===== src/rtl/mul_sequencer.sv =====
// mul_sequencer: iterative multiply controller for the multicycle ARM core.
// Executes MUL / UMULL / SMULL with a radix-2 shift-add engine (WIDTH CALC
// cycles), then sequences one or two register-file write-backs (RdLo, RdHi)
// and a one-cycle done pulse carrying N/Z flags.
//
// Ports:
//   clk, reset        clock, asynchronous active-high reset
//   start             request a new multiply (sampled only in IDLE)
//   op                00=MUL, 01=UMULL, 10=SMULL, 11=MUL
//   a, b              multiplicand (Rm) / multiplier (Rs), captured at start
//   rd_lo, rd_hi      write-back destinations, captured at start
//   flush             synchronous abort, no further write-back
//   busy              high whenever the sequencer is not idle
//   reg_we/waddr/wdata  register-file write port (addr/data zero when idle)
//   done              one-cycle completion pulse
//   flag_n, flag_z    result sign / zero, valid while done=1
module mul_sequencer #(
  parameter int unsigned WIDTH = 32
) (
  input  logic             clk,
  input  logic             reset,
  input  logic             start,
  input  logic [1:0]       op,
  input  logic [WIDTH-1:0] a,
  input  logic [WIDTH-1:0] b,
  input  logic [3:0]       rd_lo,
  input  logic [3:0]       rd_hi,
  input  logic             flush,
  output logic             busy,
  output logic             reg_we,
  output logic [3:0]       reg_waddr,
  output logic [WIDTH-1:0] reg_wdata,
  output logic             done,
  output logic             flag_n,
  output logic             flag_z
);

  localparam int unsigned CW = (WIDTH > 1) ? $clog2(WIDTH) : 1;

  typedef enum logic [2:0] {
    S_IDLE,
    S_CALC,
    S_WB_LO,
    S_WB_HI,
    S_DONE
  } state_t;

  state_t               r_state;
  logic [2*WIDTH-1:0]   r_acc;
  logic [WIDTH-1:0]     r_mcand;
  logic [WIDTH-1:0]     r_mplier;
  logic [CW-1:0]        r_cnt;
  logic                 r_long;
  logic                 r_neg;
  logic [3:0]           r_rd_lo;
  logic [3:0]           r_rd_hi;

  logic [WIDTH-1:0]     w_addend;
  logic [WIDTH:0]       w_sum;
  logic [2*WIDTH-1:0]   w_acc_shift;
  logic [2*WIDTH-1:0]   w_prod;
  logic [WIDTH-1:0]     w_abs_a;
  logic [WIDTH-1:0]     w_abs_b;
  logic                 w_is_smull;
  logic                 w_last;

  always_comb begin
    w_is_smull  = (op == 2'b10);
    // Magnitudes for SMULL; the most negative value maps onto itself,
    // which read unsigned is the correct magnitude.
    w_abs_a     = (w_is_smull && a[WIDTH-1]) ? -a : a;
    w_abs_b     = (w_is_smull && b[WIDTH-1]) ? -b : b;
    w_addend    = r_mplier[0] ? r_mcand : '0;
    // Adder carry-out becomes the bit shifted into the accumulator MSB.
    w_sum       = {1'b0, r_acc[2*WIDTH-1:WIDTH]} + {1'b0, w_addend};
    w_acc_shift = {w_sum, r_acc[WIDTH-1:1]};
    w_prod      = r_neg ? -w_acc_shift : w_acc_shift;
    w_last      = (r_cnt == CW'(WIDTH - 1));
  end

  always_ff @(posedge clk or posedge reset) begin
    if (reset) begin
      r_state   <= S_IDLE;
      r_acc     <= '0;
      r_mcand   <= '0;
      r_mplier  <= '0;
      r_cnt     <= '0;
      r_long    <= 1'b0;
      r_neg     <= 1'b0;
      r_rd_lo   <= '0;
      r_rd_hi   <= '0;
      busy      <= 1'b0;
      reg_we    <= 1'b0;
      reg_waddr <= '0;
      reg_wdata <= '0;
      done      <= 1'b0;
      flag_n    <= 1'b0;
      flag_z    <= 1'b0;
    end else begin
      // Outputs describe the state being entered; default to idle values.
      reg_we    <= 1'b0;
      reg_waddr <= '0;
      reg_wdata <= '0;
      done      <= 1'b0;
      flag_n    <= 1'b0;
      flag_z    <= 1'b0;

      case (r_state)
        S_IDLE: begin
          if (start && !flush) begin
            r_mcand  <= w_abs_a;
            r_mplier <= w_abs_b;
            r_long   <= (op == 2'b01) || (op == 2'b10);
            r_neg    <= w_is_smull && (a[WIDTH-1] ^ b[WIDTH-1]);
            r_rd_lo  <= rd_lo;
            r_rd_hi  <= rd_hi;
            r_acc    <= '0;
            r_cnt    <= '0;
            busy     <= 1'b1;
            r_state  <= S_CALC;
          end
        end

        S_CALC: begin
          if (flush) begin
            busy    <= 1'b0;
            r_state <= S_IDLE;
          end else begin
            r_mplier <= r_mplier >> 1;
            r_cnt    <= r_cnt + CW'(1);
            if (w_last) begin
              r_acc     <= w_prod;
              reg_we    <= 1'b1;
              reg_waddr <= r_rd_lo;
              reg_wdata <= w_prod[WIDTH-1:0];
              r_state   <= S_WB_LO;
            end else begin
              r_acc <= w_acc_shift;
            end
          end
        end

        S_WB_LO: begin
          if (flush) begin
            busy    <= 1'b0;
            r_state <= S_IDLE;
          end else if (r_long) begin
            reg_we    <= 1'b1;
            reg_waddr <= r_rd_hi;
            reg_wdata <= r_acc[2*WIDTH-1:WIDTH];
            r_state   <= S_WB_HI;
          end else begin
            done    <= 1'b1;
            flag_n  <= r_acc[WIDTH-1];
            flag_z  <= (r_acc[WIDTH-1:0] == '0);
            r_state <= S_DONE;
          end
        end

        S_WB_HI: begin
          if (flush) begin
            busy    <= 1'b0;
            r_state <= S_IDLE;
          end else begin
            done    <= 1'b1;
            flag_n  <= r_acc[2*WIDTH-1];
            flag_z  <= (r_acc == '0);
            r_state <= S_DONE;
          end
        end

        S_DONE: begin
          busy    <= 1'b0;
          r_state <= S_IDLE;
        end

        default: begin
          busy    <= 1'b0;
          r_state <= S_IDLE;
        end
      endcase
    end
  end

endmodule


===== config.mk =====
export PLATFORM = sky130hd
export DESIGN_NAME = mul_sequencer
export DESIGN_NICKNAME = d
export VERILOG_FILES = /design/src/rtl/mul_sequencer.sv
export SDC_FILE = /design/constraint.sdc
export NUM_CORES = 1
export LEC_CHECK = 0
export CORE_MARGIN = 3
export CORE_UTILIZATION = 35
export CTS_CLUSTER_DIAMETER = 120
export CTS_CLUSTER_SIZE = 25
export DETAILED_ROUTE_END_ITERATION = 10
export GPL_TIMING_DRIVEN = 0
export PLACE_DENSITY_LB_ADDON = 0.1
export RECOVER_POWER = 100
export SLEW_MARGIN = 20
export SYNTH_ARGS = -nofsm -noshare
export SYNTH_HDL_FRONTEND = slang
export SYNTH_SLANG_ARGS = --single-unit

===== constraint.sdc =====
create_clock -name clk -period 14.5 [get_ports clk]
set_input_delay 2.9 -clock clk [delete_from_list [all_inputs] [get_ports clk]]
set_output_delay 2.9 -clock clk [all_outputs]
set_load 0.02 [all_outputs]

==> results.md <==
- Status: finished with violations
- Violated checks: max-capacitance violations, max-slew violations
- Fin crit period: 6.26 ns
- Setup violators final: 0
- Grt total ovfl: 0
- Ant. Diodes: 0
- Worst Path Arrival: 6.59 ns
- Die Y: 193 um
- Cells after DPL: 2032
- Routed via count: 10990
- Vias in the first global route: 10691
- Setup Fix Bufs, Post-CTS: 0
- DRT iter0 DRCs: 673
- Commonest cells after routing, fill and taps aside: 257 x nand2_1, 192 x o21ai_0, 187 x dfrtp_1
- Reg clk slew, reported paths: 0.07 ns
- CP required: 14.83 ns
- Synth Cell Area: 0.0122 mm2
- I/O pin cnt: 119
- Gates resized, CTS repair: 0
- Fill cells: 3507
- Mapped Avg Cell Area: 8.37 um2
- Unique masters post-synth: 71
- CTS buffer count: 17
- Final period util: 0.432
- Core area: 0.0340 mm2
- DRT Pass-1 Iters: 5
- Vias per cell: 5.32
- CP Launch Type: input port
- Crit Path Class: input port to register
- Row Count: 67
- Slew Viols, Final: 96
- Clk sinks: 187
- Hold Path Class: register to register
- Worst path max stage delay: 0.62 ns
- Critical path cell sequence: dlygate4sd3_1 -> nor4_1 -> nand2_1 -> or3_1 -> or3_1 -> o41ai_1 -> o21ai_0 -> xnor2_1 -> a21oi_1 -> mux2_2
- Total Routed Length: 37.5 mm
- Residual DRC: 0
- Pleak: 6.45 nW
- Top FF cell, synth: dfrtp_1
- VDD IR max: 93.8 uV
- Number of flops mapped to enable cells by yosys: 0
- Maximum fanout along the worst path: 6
- Layout cell share with drive strength beyond 1: 0.0359
- First-pass GRT wire length: 59.4 mm
- Routed Antenna Nets: 0
- Worst setup EP type: register
- R2r setup slk: 9.56 ns
- Yosys warning total: 0
- Nets: 1720
- Starting density of the core: 0.360
- Crit path buf inv count: 1
- IO buf count: 118
- Final Non-Filler Cells: 2064
- TritonCTS clock tree: built
- Largest net degree at the start of global routing: 97
- Max-Cap Viols: 1
- Clock Tree Buf Depth: 2
- H-tree Lvls: 4
- Fmax: 160 MHz
- Final hold violation count: 0
- Initial antenna violation count: 0
- RSZ-0062 raised after global routing: no
- Routed len/inst: 18.2 um
- Final core utilization: 0.429
- Commonest non-fill, non-tap cell in the layout: nand2_1
- Top delay family on crit path: simple AND/OR/NAND/NOR gates
- CP most frequent cell: or3_1
- Hpwl dp: 29.4 mm
- Syn Nets: 1580
- Synth-to-Final Area Change: 19.2%
- GRT Overall Usage: 0.204
- Cell count after synthesis: 1463
- CTS Hold Buffers Added: 0
- Total Negative Setup Slacks: 0 ns
- Power per standard cell area: 118 mW/mm2
- Asr flop ratio synth: 1.00
- Sequential element share of the synthesized area: 0.382
- GP Congestion: 0.904
- Setup Skew: 0.0200 ns
- Clock Latency Late Sink: 0.45 ns
- Clk root buf: clkbuf_16
- Worst-Margin Slew: 4.35 ns
- Synthesized flop and latch total: 187
- Max-Slew Margin vs Limit: -1.92
- Max stage delay cell, worst path: dlygate4sd3_1
- Die W: 193 um
- Die area: 0.0373 mm2
[final cells by class]
type                       count  area (um2)  share of cell area
buffer                        82         309              0.0212
clock buffer                  20         447              0.0306
clock inverter                12         131             0.00900
inverter                      28         106             0.00728
multi-input combinational   1166        7160               0.490
sequential                   187        4680               0.320
tap                          448         561              0.0384
timing repair buffer         121        1220              0.0833
[metrics by stage]
stage / worst slack [ns] / instance area, um2 / total power, mW / hold slack (ns)
2_1_floorplan: 6.51 / 12200 / 1.07 / 0.410
3_3_place_gp: 3.76 / 14000 / 1.25 / 0.447
3_5_place_dp: 7.89 / 14000 / 1.26 / 0.457
4_1_cts: 8.36 / 14600 / 1.73 / 0.474
5_1_grt: 7.52 / 14600 / 1.84 / 0.495
6_report: 8.24 / 14600 / 1.72 / 0.472
[report_power, final]
group,total (mW),internal [mW],leakage (nW),switching (mW)
clock network,0.468,0.246,0.280,0.221
logic,0.579,0.222,3.70,0.357
registers,0.676,0.596,2.48,0.0798
total,1.72,1.06,6.45,0.659
[worst register-to-register path, stage by stage (launching register included)]
cell and delay [ns]:
dfrtp_1 0.50, clkbuf_1 0.36, and2_1 0.28, ha_1 0.34, or4_1 0.53, or4_1 0.59
nor4_2 0.30, nor4b_2 0.48, nand2_1 0.17, nor4_4 0.32, nand4_2 0.22, nor4b_2 0.49
mux2i_1 0.23, nand2_1 0.06
[sequential cells by signal, summed over array words and instances, names as in the netlist]
name,count
reg_waddr,4
busy,1
flag_n,1
r_mplier,32
r_rd_hi,4
done,1
r_long,1
r_state,3
r_neg,1
r_rd_lo,4
reg_wdata,32
reg_we,1
flag_z,1
r_acc,64
r_mcand,32
r_cnt,5
[per-layer routing]
metal	GRT usage	up-vias	share of wire
li1	-	5468	-
met1	0.305	5232	0.50
met2	0.308	246	0.44
met3	0.0268	44	0.043
met4	0.0612	0	0.021
met5	0	-	0
[synth_stat cells (all sizes together), types with 4 or more instances]
cell type,n,area [um2]
nand2,257,965
o21ai,200,1000
dfrtp,187,4680
xor2,96,841
nor2,88,330
clkbuf,77,289
a21oi,76,380
xnor2,57,499
and2,39,244
ha,38,475
inv,28,105
nor4,25,184
or3,25,156
o31ai,24,180
a21o,23,173
nor3,22,110
a221o,17,170
or4,17,135
a22o,15,131
nand4,14,100
nand3,12,60.1
nand2b,10,62.6
a31oi,9,56.3
or2,9,56.3
a211oi,8,60.1
o211ai,8,60.1
mux2i,7,70.1
o21a,6,45.0
buf,5,20.0
nor4b,5,86.3
nor2b,4,25.0
o41ai,4,35.0
[path summary, 6_finish.rpt]
path / start / end / cells after the start
worst max-delay path: b[2] / r_mplier[30] / 10
worst min register to register: r_mcand[31] / r_mcand[31] / 2
worst max register to register: r_mplier[0] / r_acc[61] / 13
max in group asynchronous: reset / r_acc[4] / 2
worst min-delay path: r_mcand[31] / r_mcand[31] / 2
min in group asynchronous: reset / reg_waddr[1] / 2
[cell families after synthesis]
group	Yosys count	share of synthesized area
AO/OA/AOI/OAI	419	0.209
AND/OR/NAND/NOR	545	0.217
adder cells (fa/ha/maj)	39	0.0404
buffers and inverters	110	0.0338
multiplexers	10	0.00848
flip-flops	187	0.382
XOR/XNOR	153	0.109
Power figures use the tool's default switching activity.
